[src/rtl/c16_mem_arbiter_if.sv]
// Bus bundle for c16_mem_arbiter: C16 core side, loader channel and external memory port.
interface c16_mem_arbiter_if #(parameter int ADDR_W = 18);
  logic              c16_strobe;
  logic [15:0]       c16_addr;
  logic              c16_rnw;
  logic [7:0]        c16_dout;
  logic              c16_cs_ram;
  logic              c16_cs0;
  logic              c16_cs1;
  logic [7:0]        c16_din;
  logic              inwait;
  logic              dl_wr;
  logic [ADDR_W-1:0] dl_addr;
  logic [7:0]        dl_data;
  logic              dl_ack;
  logic              mem_req;
  logic              mem_we;
  logic [ADDR_W-1:0] mem_addr;
  logic [7:0]        mem_wdata;
  logic [7:0]        mem_rdata;
  logic              mem_ready;
  logic              timeout_err;

  modport master (
    input  c16_strobe, c16_addr, c16_rnw, c16_dout, c16_cs_ram, c16_cs0, c16_cs1,
    input  dl_wr, dl_addr, dl_data, mem_rdata, mem_ready,
    output c16_din, inwait, dl_ack, mem_req, mem_we, mem_addr, mem_wdata, timeout_err
  );

  modport slave (
    output c16_strobe, c16_addr, c16_rnw, c16_dout, c16_cs_ram, c16_cs0, c16_cs1,
    output dl_wr, dl_addr, dl_data, mem_rdata, mem_ready,
    input  c16_din, inwait, dl_ack, mem_req, mem_we, mem_addr, mem_wdata, timeout_err
  );
endinterface

[src/rtl/c16_mem_arbiter.sv]
// Shares one memory port between C16 bus and loader; one access in flight, mem_req held until mem_ready or TIMEOUT.
// Optional C16_ROM_WP_EN: C16 writes to the cs0/cs1 ROM windows complete internally without a memory access.
module c16_mem_arbiter #(
  parameter int ADDR_W      = 18,
  parameter int TIMEOUT     = 15,
  parameter int STALL_LIMIT = 4
) (
  input logic CLK28,
  input logic RESET,
  c16_mem_arbiter_if.master bus
);

  localparam int WD_W = $clog2(TIMEOUT + 1);
  localparam int ST_W = $clog2(STALL_LIMIT + 1);

  typedef enum logic [1:0] {IDLE, C16_ACC, DL_ACC} state_t;
  state_t state, state_n;

  logic              map_vld;
  logic [ADDR_W-1:0] map_addr;
  logic              cap;
  logic              pend_vld;
  logic              pend_rnw;
  logic              pend_clr;
  logic              pend_wp;
  logic [ADDR_W-1:0] pend_addr;
  logic [7:0]        pend_data;
  logic [WD_W-1:0]   wd, wd_n;
  logic [ST_W-1:0]   stall, stall_n;
  logic              mem_req_n, mem_we_n, dl_ack_n, terr_n;
  logic [ADDR_W-1:0] mem_addr_n;
  logic [7:0]        mem_wdata_n, din_n;

  always_comb begin
    map_vld = bus.c16_cs_ram | bus.c16_cs0 | bus.c16_cs1;
    if (bus.c16_cs_ram)   map_addr = ADDR_W'(bus.c16_addr);
    else if (bus.c16_cs0) map_addr = ADDR_W'({3'b100, bus.c16_addr[14:0]});
    else                  map_addr = ADDR_W'({3'b110, bus.c16_addr[14:0]});
  end

  assign cap        = bus.c16_strobe & map_vld;
  assign bus.inwait = (stall == ST_W'(STALL_LIMIT));

  // The slot is freed when its access launches, so a strobe arriving during that access stays queued.
  always_ff @(posedge CLK28) begin
    if (RESET) begin
      pend_vld  <= 1'b0;
      pend_rnw  <= 1'b0;
      pend_addr <= '0;
      pend_data <= '0;
    end else if (cap) begin
      pend_vld  <= 1'b1;
      pend_rnw  <= bus.c16_rnw;
      pend_addr <= map_addr;
      pend_data <= bus.c16_dout;
    end else if (pend_clr) begin
      pend_vld  <= 1'b0;
    end
  end

`ifdef C16_ROM_WP_EN
  always_ff @(posedge CLK28) begin
    if (RESET)    pend_wp <= 1'b0;
    else if (cap) pend_wp <= ~bus.c16_cs_ram & ~bus.c16_rnw;
  end
`else
  assign pend_wp = 1'b0;
`endif

  always_comb begin
    state_n     = state;
    mem_req_n   = bus.mem_req;
    mem_we_n    = bus.mem_we;
    mem_addr_n  = bus.mem_addr;
    mem_wdata_n = bus.mem_wdata;
    din_n       = bus.c16_din;
    dl_ack_n    = 1'b0;
    terr_n      = 1'b0;
    pend_clr    = 1'b0;
    wd_n        = '0;
    if (bus.c16_strobe) din_n = 8'hFF;
    case (state)
      IDLE: begin
        if (bus.dl_wr && (bus.inwait || !pend_vld)) begin
          state_n     = DL_ACC;
          mem_req_n   = 1'b1;
          mem_we_n    = 1'b1;
          mem_addr_n  = bus.dl_addr;
          mem_wdata_n = bus.dl_data;
        end else if (pend_vld) begin
          pend_clr = 1'b1;
          if (pend_wp) begin
            din_n = 8'hFF;
          end else begin
            state_n     = C16_ACC;
            mem_req_n   = 1'b1;
            mem_we_n    = ~pend_rnw;
            mem_addr_n  = pend_addr;
            mem_wdata_n = pend_data;
          end
        end
      end
      C16_ACC, DL_ACC: begin
        wd_n = wd + 1'b1;
        if (bus.mem_ready) begin
          state_n   = IDLE;
          mem_req_n = 1'b0;
          wd_n      = '0;
          if (state == C16_ACC) din_n = bus.mem_we ? 8'hFF : bus.mem_rdata;
          else                  dl_ack_n = 1'b1;
        end else if (wd == WD_W'(TIMEOUT - 1)) begin
          state_n   = IDLE;
          mem_req_n = 1'b0;
          wd_n      = '0;
          terr_n    = 1'b1;
          if (state == C16_ACC) din_n = 8'hFF;
        end
      end
      default: state_n = IDLE;
    endcase
  end

  // Counts loader wait cycles; saturates at STALL_LIMIT, which is what raises inwait.
  always_comb begin
    stall_n = stall;
    if (state == DL_ACC && bus.mem_ready)
      stall_n = '0;
    else if (bus.dl_wr && state != DL_ACC && state_n != DL_ACC && !bus.inwait)
      stall_n = stall + 1'b1;
  end

  always_ff @(posedge CLK28) begin
    if (RESET) begin
      state           <= IDLE;
      wd              <= '0;
      stall           <= '0;
      bus.mem_req     <= 1'b0;
      bus.mem_we      <= 1'b0;
      bus.mem_addr    <= '0;
      bus.mem_wdata   <= '0;
      bus.c16_din     <= 8'hFF;
      bus.dl_ack      <= 1'b0;
      bus.timeout_err <= 1'b0;
    end else begin
      state           <= state_n;
      wd              <= wd_n;
      stall           <= stall_n;
      bus.mem_req     <= mem_req_n;
      bus.mem_we      <= mem_we_n;
      bus.mem_addr    <= mem_addr_n;
      bus.mem_wdata   <= mem_wdata_n;
      bus.c16_din     <= din_n;
      bus.dl_ack      <= dl_ack_n;
      bus.timeout_err <= terr_n;
    end
  end

endmodule

[src/flat_wrapper.sv]
// flat-port wrapper written by rule: the top's interface ports become plain ports
module c16_mem_arbiter_flat 
#(
  parameter int ADDR_W      = 18,
  parameter int TIMEOUT     = 15,
  parameter int STALL_LIMIT = 4
)
  (CLK28, RESET, bus_c16_strobe, bus_c16_addr, bus_c16_rnw, bus_c16_dout, bus_c16_cs_ram, bus_c16_cs0, bus_c16_cs1, bus_dl_wr, bus_dl_addr, bus_dl_data, bus_mem_rdata, bus_mem_ready, bus_c16_din, bus_inwait, bus_dl_ack, bus_mem_req, bus_mem_we, bus_mem_addr, bus_mem_wdata, bus_timeout_err);
  c16_mem_arbiter_if #(.ADDR_W(ADDR_W)) bus_i ();
  input logic CLK28;
  input logic RESET;
  input wire logic [$bits(bus_i.c16_strobe)-1:0] bus_c16_strobe;
  input wire logic [$bits(bus_i.c16_addr)-1:0] bus_c16_addr;
  input wire logic [$bits(bus_i.c16_rnw)-1:0] bus_c16_rnw;
  input wire logic [$bits(bus_i.c16_dout)-1:0] bus_c16_dout;
  input wire logic [$bits(bus_i.c16_cs_ram)-1:0] bus_c16_cs_ram;
  input wire logic [$bits(bus_i.c16_cs0)-1:0] bus_c16_cs0;
  input wire logic [$bits(bus_i.c16_cs1)-1:0] bus_c16_cs1;
  input wire logic [$bits(bus_i.dl_wr)-1:0] bus_dl_wr;
  input wire logic [$bits(bus_i.dl_addr)-1:0] bus_dl_addr;
  input wire logic [$bits(bus_i.dl_data)-1:0] bus_dl_data;
  input wire logic [$bits(bus_i.mem_rdata)-1:0] bus_mem_rdata;
  input wire logic [$bits(bus_i.mem_ready)-1:0] bus_mem_ready;
  output wire logic [$bits(bus_i.c16_din)-1:0] bus_c16_din;
  output wire logic [$bits(bus_i.inwait)-1:0] bus_inwait;
  output wire logic [$bits(bus_i.dl_ack)-1:0] bus_dl_ack;
  output wire logic [$bits(bus_i.mem_req)-1:0] bus_mem_req;
  output wire logic [$bits(bus_i.mem_we)-1:0] bus_mem_we;
  output wire logic [$bits(bus_i.mem_addr)-1:0] bus_mem_addr;
  output wire logic [$bits(bus_i.mem_wdata)-1:0] bus_mem_wdata;
  output wire logic [$bits(bus_i.timeout_err)-1:0] bus_timeout_err;
  assign bus_i.c16_strobe = bus_c16_strobe;
  assign bus_i.c16_addr = bus_c16_addr;
  assign bus_i.c16_rnw = bus_c16_rnw;
  assign bus_i.c16_dout = bus_c16_dout;
  assign bus_i.c16_cs_ram = bus_c16_cs_ram;
  assign bus_i.c16_cs0 = bus_c16_cs0;
  assign bus_i.c16_cs1 = bus_c16_cs1;
  assign bus_i.dl_wr = bus_dl_wr;
  assign bus_i.dl_addr = bus_dl_addr;
  assign bus_i.dl_data = bus_dl_data;
  assign bus_i.mem_rdata = bus_mem_rdata;
  assign bus_i.mem_ready = bus_mem_ready;
  assign bus_c16_din = bus_i.c16_din;
  assign bus_inwait = bus_i.inwait;
  assign bus_dl_ack = bus_i.dl_ack;
  assign bus_mem_req = bus_i.mem_req;
  assign bus_mem_we = bus_i.mem_we;
  assign bus_mem_addr = bus_i.mem_addr;
  assign bus_mem_wdata = bus_i.mem_wdata;
  assign bus_timeout_err = bus_i.timeout_err;
  c16_mem_arbiter #(.ADDR_W(ADDR_W), .TIMEOUT(TIMEOUT), .STALL_LIMIT(STALL_LIMIT)) u_core (.CLK28(CLK28), .RESET(RESET), .bus(bus_i));
endmodule
[config.mk]
export PLATFORM = sky130hd
export DESIGN_NAME = c16_mem_arbiter_flat
export DESIGN_NICKNAME = d
export VERILOG_FILES = /design/src/rtl/c16_mem_arbiter_if.sv /design/src/rtl/c16_mem_arbiter.sv /design/src/flat_wrapper.sv
export SDC_FILE = /design/constraint.sdc
export NUM_CORES = 1
export LEC_CHECK = 0
export CAP_MARGIN = 20
export CORE_MARGIN = 5
export CORE_UTILIZATION = 45
export CTS_BUF_LIST = sky130_fd_sc_hd__clkbuf_2
export DETAILED_ROUTE_END_ITERATION = 12
export PLACE_DENSITY = 0.79
export RECOVER_POWER = 100
export SYNTH_ARGS = -nofsm -noshare
export SYNTH_HDL_FRONTEND = slang
export SYNTH_SLANG_ARGS = --single-unit
[constraint.sdc]
create_clock -name CLK28 -period 4.4 [get_ports CLK28]
set_clock_uncertainty 0.05 [all_clocks]
set_input_delay 1.1 -clock CLK28 [delete_from_list [all_inputs] [get_ports CLK28]]
set_output_delay 1.1 -clock CLK28 [all_outputs]
set_load 0.03 [all_outputs]
==> flow_summary_export.csv, run 1 <==
group,metric,value,unit
clocking,cts_buffers,9,
critical_path,cp_num_buf_inv,2,
global_route,first_global_vias,2626,
synthesis,ys_warn_count,0,
clocking,clk_pin_slew,200,ps
drt,viasPerCell,5.02,
critical_path,crit_family,"buffers and inverters",
critical_path,required,4740,ps
critical_path,r2r_start,"u_core.state[0]",
critical_path,timing.rr.end,"u_core.bus.mem_we",
critical_path,critPathArrivalTime,3910,ps
placed_design,placed_cells,532,
synthesis,ys_types,38,
sta,final_hold_viol_count,0,
synthesis,ys.flop_type,"dfxtp_1",
clocking,clock-root-buffer,"clkbuf_2",
global_route,grt_pass1_wl,12400,um
global_route,antenna_found_initial,0,
synthesis,synth-edff-count,0,
power,p_leak,1.76,nW
layout,layout_commonest_cell,"dfxtp_1",
drt,dr.pass1.iters,4,
placed_design,post-place-ws,1280,ps
status,failed_checks,"capacitance limit, slew limit",
drt,drt_iter0_markers,94,
placed_design,portBuffers,105,
clocking,cts_tree,"yes",
synthesis,synth_nets,426,
synthesis,async_flop_share,0,
critical_path,crit_end,"u_core.bus.mem_we",
critical_path,start_kind,"primary input",
clocking,postCtsHoldBufs,0,
sta,max_freq,280,MHz
drt,drc,0,
synthesis,syn-cell-area,3140,um^2
critical_path,worstPathCellList,"clkdlybuf4s50_1 -> nor2_1 -> nor2b_4 -> clkbuf_1 -> nor2_1 -> a311oi_1",
clocking,clockBufferDepth,2,
power,finalPower,1.57,mW
flow_run,max_cap_viol_count,2,
clocking,clock-sinks,75,
floorplan,die_h,93.5,um
critical_path,critPathMaxStageDelay,1580,ps
critical_path,crit_start,"bus_dl_wr",
synthesis,ys_ff_latch,75,
drt,drtAntennaViolNets,0,
global_route,grt_usage,0.178,
layout,stdcell_count,547,
sta,slew_headroom,-0.494,
placed_design,placed_area,4240,um^2
floorplan,core.rowCount,30,
layout,final_layout_size_suffix_gt1_frac,0.0488,
synthesis,synthCells,351,
critical_path,critPathSlowestCell,"clkbuf_1",
worst_hold_path,hp-class,"reg -> reg",
sta,finalCritPeriodShare,0.813,
global_route,globalRouteOverflowTotal,0,
sta,hold_slack,420,ps
power,p_per_area,365,nW/um^2
layout,final_util,0.634,
floorplan,initial_core_util,0.462,
sta,finalSetupViolations,0,
clocking,cts_setup_buffers,0,
layout,syn2layout_area_growth,37.3,%
synthesis,avgSynthCellArea,8.93,um^2
sta,fin_setup_tns,0,ps
drt,routedWlPerCell,14.0,um
synthesis,synth-seq-area-share,0.479,
sta,drv_slew,81,
placed_design,gp_congestion,0.747,
drt,drt_wl_total,7660,um
sta,tightest_slew,2240,ps
critical_path,worst_r2r_path_depth,6,
floorplan,core-area,6790,um^2
critical_path,cpMostUsedCell,"nor2_1",
critical_path,path_class,"in -> reg",
clocking,post_cts_resized,0,
floorplan,pin_count,106,
clocking,clock_latency,480,ps
critical_path,reg2reg_slack,1270,ps
sta,worst_slack,825,ps
sta,grt_setup_unrepaired,"false",
sta,post-route-min-period,3580,ps
layout,diodes,0,
layout,nNetsFinal,522,
layout,stdcell_area,4310,um^2
drt,num_vias,2744,
placed_design,dpl.hpwl,5520,um
global_route,grt_max_degree,55,
critical_path,end_kind,"flop",
critical_path,cp.depth,6,
critical_path,path_max_fanout,54,
layout,final_cell_mix,"75 x dfxtp_1, 62 x clkdlybuf4s50_1, 56 x nand2_1, 42 x dlygate4sd3_1, 37 x nor2_1",
power,vdd_drop_max,0.000185,V
layout,fillerInstances,595,
floorplan,die_x,93.5,um
floorplan,die-area,8740,um^2
status,status,"finished with violations",
clocking,htreeDepth,3,
## cells by family (layout without fill, tap and decap cells)
logic type                 after synthesis  count (layout)  synth area share
and+or+nand+nor                        126             126             0.173
AOI/OAI and AO/OA                       78              78             0.172
DFF                                     75              75             0.479
buffers and inverters                   33             133            0.0463
muxes                                   29              29            0.0926
adders and majority gates                8               8            0.0319
xor gates and xnor gates                 2               2           0.00559
## layout make-up
class	instances	area, um^2	area share
clock buffer	10	50.0	0.0116
clock inverter	5	78.8	0.0183
inverter	9	33.8	0.00785
multi-input combinational	243	1450	0.337
sequential	75	1500	0.349
tap	96	120	0.0279
timing repair buffer	109	1070	0.248
## synth_stat cells, drive strengths merged (2+ instances only)
cell,count,area share
dfxtp,75,0.48
nand2,56,0.067
nor2,37,0.044
a211oi,30,0.073
a21oi,29,0.047
mux2i,29,0.093
nor3,20,0.032
buf,12,0.021
clkbuf,12,0.014
inv,9,0.011
ha,8,0.032
o21ai,8,0.013
nand2b,3,0.0084
nand3,3,0.0048
a311oi,2,0.0056
and3,2,0.0044
## flip-flops by register name, summed over array words and instances, names as in the netlist
signal	cells
u_core.wd	4
u_core.bus.mem_addr	18
u_core.bus.c16_din	8
u_core.pend_rnw	1
u_core.bus.timeout_err	1
u_core.bus.mem_req	1
u_core.state	2
u_core.bus.mem_we	1
u_core.bus.mem_wdata	8
u_core.stall	3
u_core.pend_vld	1
u_core.pend_addr	18
u_core.bus.dl_ack	1
u_core.pend_data	8
## worst reg2reg max path, cell delays in order (launching register included)
cell	delay (ps)
dfxtp_1	390
inv_1	120
ha_1	280
nor2b_4	170
clkbuf_1	1580
nor2_1	120
a311oi_1	320
## report_power, final
| group | switching [mW] | internal (mW) |
|---|---|---|
| Combinational | 0.214 | 0.170 |
| Clock | 0.230 | 0.187 |
| Sequential | 0.0317 | 0.736 |
## layer usage
layer / wire length [um] / track usage
met3: 454 / 0.0499
met1: 3400 / 0.227
met2: 3690 / 0.288
met4: 116 / 0.0574
met5: 0 / 0
## how the worst min path moves through the flow
stage	start	endpoint	slack, ps	depth (start not counted)
after floorplan	u_core.pend_rnw	u_core.bus.mem_we	370	1
after global placement	u_core.pend_rnw	u_core.bus.mem_we	380	1
after detailed placement	u_core.pend_addr[6]	u_core.pend_addr[6]	400	2
after CTS	u_core.pend_addr[6]	u_core.pend_addr[6]	420	2
after global routing	u_core.pend_addr[12]	u_core.pend_addr[12]	440	2
final	u_core.pend_addr[6]	u_core.pend_addr[6]	420	2
Note: power is estimated with default switching activity, not from simulation.
==> inputs of run 2 (changes only) <==
clock period = 3.35 ns   (was 4.4 ns; I/O delays follow)
==> run 2 against run 1 <==
The flow now finishes without violations. Utilization fell by 0.17 points. Hold slack got worse by 2.2 ps. Routed wire length rose by 3.4%. Total power rose by 27%. Worst setup slack got worse by 390 ps. Die area did not move. Cell area fell by 0.26%.
==> flow_summary_export.csv, run 2 (synthesis results as in run 1) <==
group,metric,value,unit
layout,final_cell_mix,"75 x dfxtp_1, 62 x clkdlybuf4s50_1, 56 x nand2_1, 42 x dlygate4sd3_1, 37 x nor2_1",
global_route,grt_pass1_wl,12700,um
global_route,antenna_found_initial,0,
flow_run,max_cap_viol_count,0,
layout,final_layout_size_suffix_gt1_frac,0.0505,
sta,fin_setup_tns,0,ps
global_route,grt_max_degree,55,
clocking,postCtsHoldBufs,0,
power,p_int,1.36,mW
floorplan,pin_count,106,
critical_path,critPathArrivalTime,2030,ps
clocking,clk_pin_slew,190,ps
critical_path,cpMostUsedCell,"inv_1",
sta,max_freq,343,MHz
placed_design,placed_area,4260,um^2
global_route,grt_usage,0.183,
placed_design,post-place-ws,789,ps
power,power_switching,0.629,mW
power,p_leak,1.75,nW
power,pwr-share-comb,0.253,
clocking,cts_buffers,9,
drt,num_vias,2760,
drt,routedWlPerCell,14.4,um
floorplan,die_x,93.5,um
clocking,cts_tree,"yes",
sta,slew_headroom,0.348,
clocking,clock-sinks,75,
layout,final_util,0.632,
floorplan,die_h,93.5,um
critical_path,path_class,"reg -> out",
floorplan,die-area,8740,um^2
clocking,clock-root-buffer,"clkbuf_2",
power,power_frac_clock,0.240,
power,p_sw_frac,0.316,
power,power_frac_seq,0.507,
layout,layout_commonest_cell,"dfxtp_1",
critical_path,start_kind,"flop",
placed_design,gp_congestion,0.794,
critical_path,critPathSlowestCell,"dlygate4sd3_1",
drt,drtAntennaViolNets,0,
drt,drt_wl_total,7920,um
power,p_per_area,464,nW/um^2
layout,syn2layout_area_growth,37.0,%
sta,post-route-min-period,2920,ps
sta,tightest_slew,970,ps
layout,diodes,0,
critical_path,path_max_fanout,3,
drt,drt_iter0_markers,73,
sta,grt_setup_unrepaired,"false",
clocking,cts_setup_buffers,0,
floorplan,core.rowCount,30,
critical_path,critPathMaxStageDelay,740,ps
critical_path,worstPathCellList,"inv_1 -> ha_1 -> nand2_1 -> inv_1 -> dlygate4sd3_1",
power,vdd_drop_max,0.000285,V
placed_design,dpl.hpwl,5720,um
clocking,clockBufferDepth,2,
layout,nNetsFinal,525,
global_route,first_global_vias,2716,
drt,drc,0,
sta,worst_slack,434,ps
drt,dr.pass1.iters,4,
floorplan,core-area,6790,um^2
floorplan,initial_core_util,0.462,
clocking,htreeDepth,3,
critical_path,end_kind,"output port",
layout,reg.largest.list,"u_core.bus.mem_addr x18, u_core.pend_addr x18",
sta,drv_slew,0,
drt,viasPerCell,5.01,
placed_design,portBuffers,105,
clocking,post_cts_resized,0,
critical_path,required,2460,ps
sta,finalSetupViolations,0,
worst_hold_path,hp-class,"reg -> reg",
sta,final_hold_viol_count,0,
clocking,clock_latency,470,ps
layout,stdcell_area,4290,um^2
sta,finalCritPeriodShare,0.871,
status,status,"complete, no violations",
global_route,globalRouteOverflowTotal,0,
==> run 2: cell types whose count changed in the layout (fill, tap and decap cells not counted), sizes merged <==
cell,previous run,this run
buf,3,4
bufinv,2,1
clkbuf,12,15
clkinv,3,2
clkinvlp,0,2
==> run 2: per-layer routing <==
layer | wire length (um) | vias to the layer above | global-route usage
met3 | 509 | 8 | 0.0483
li1 | - | 1413 | -
met5 | 0 | - | 0
met1 | 3390 | 1265 | 0.218
met4 | 79 | 0 | 0.0672
met2 | 3950 | 74 | 0.313
==> run 2: final timing paths <==
path | startpoint | to | slack, ps | cells past startpoint
worst max-delay path | u_core.stall[0] | bus_inwait | 430 | 5
worst min register to register | u_core.pend_addr[12] | u_core.pend_addr[12] | 420 | 2
worst max register to register | u_core.stall[0] | u_core.bus.mem_addr[13] | 1140 | 7
worst min-delay path | u_core.pend_addr[12] | u_core.pend_addr[12] | 420 | 2
==> run 2: worst max-delay path: cells and delay by family, from the launching register on <==
family                     cells  cell delay, ps
DFF                            1             370
adders and majority gates      1             210
buffers and inverters          3             890
and+or+nand+nor                1              90
==> run 2: area by class of cell <==
cell class                      instances  area, um^2
Multi-Input combinational cell        243        1450
Clock buffer                           11        55.1
Timing Repair Buffer                  112        1080
Fill cell                             605        2500
Sequential cell                        75        1500
Clock inverter                          5        53.8
Tap cell                               96         120
Inverter                                9        33.8
==> run 2: through the flow <==
| stage | instances | total power [mW] | hold WS [ps] |
|---|---|---|---|
| 4_1_cts | 551 | 2.05 | 421 |
| 6_report | 551 | 1.99 | 418 |
| 2_1_floorplan | 351 | 1.34 | 374 |
| 3_3_place_gp | 535 | 1.55 | 384 |
| 5_1_grt | 551 | 2.11 | 440 |
| 3_5_place_dp | 535 | 1.57 | 397 |
==> run 2: power groups by stage <==
stage               logic [mW]  registers [mW]  clock network (mW)
finish                   0.504            1.01               0.478
global route             0.545            1.02               0.539
CTS                      0.541            1.01               0.495
detailed placement       0.538            1.03                   0
global placement         0.527            1.03                   0
floorplan                0.226            1.12                   0
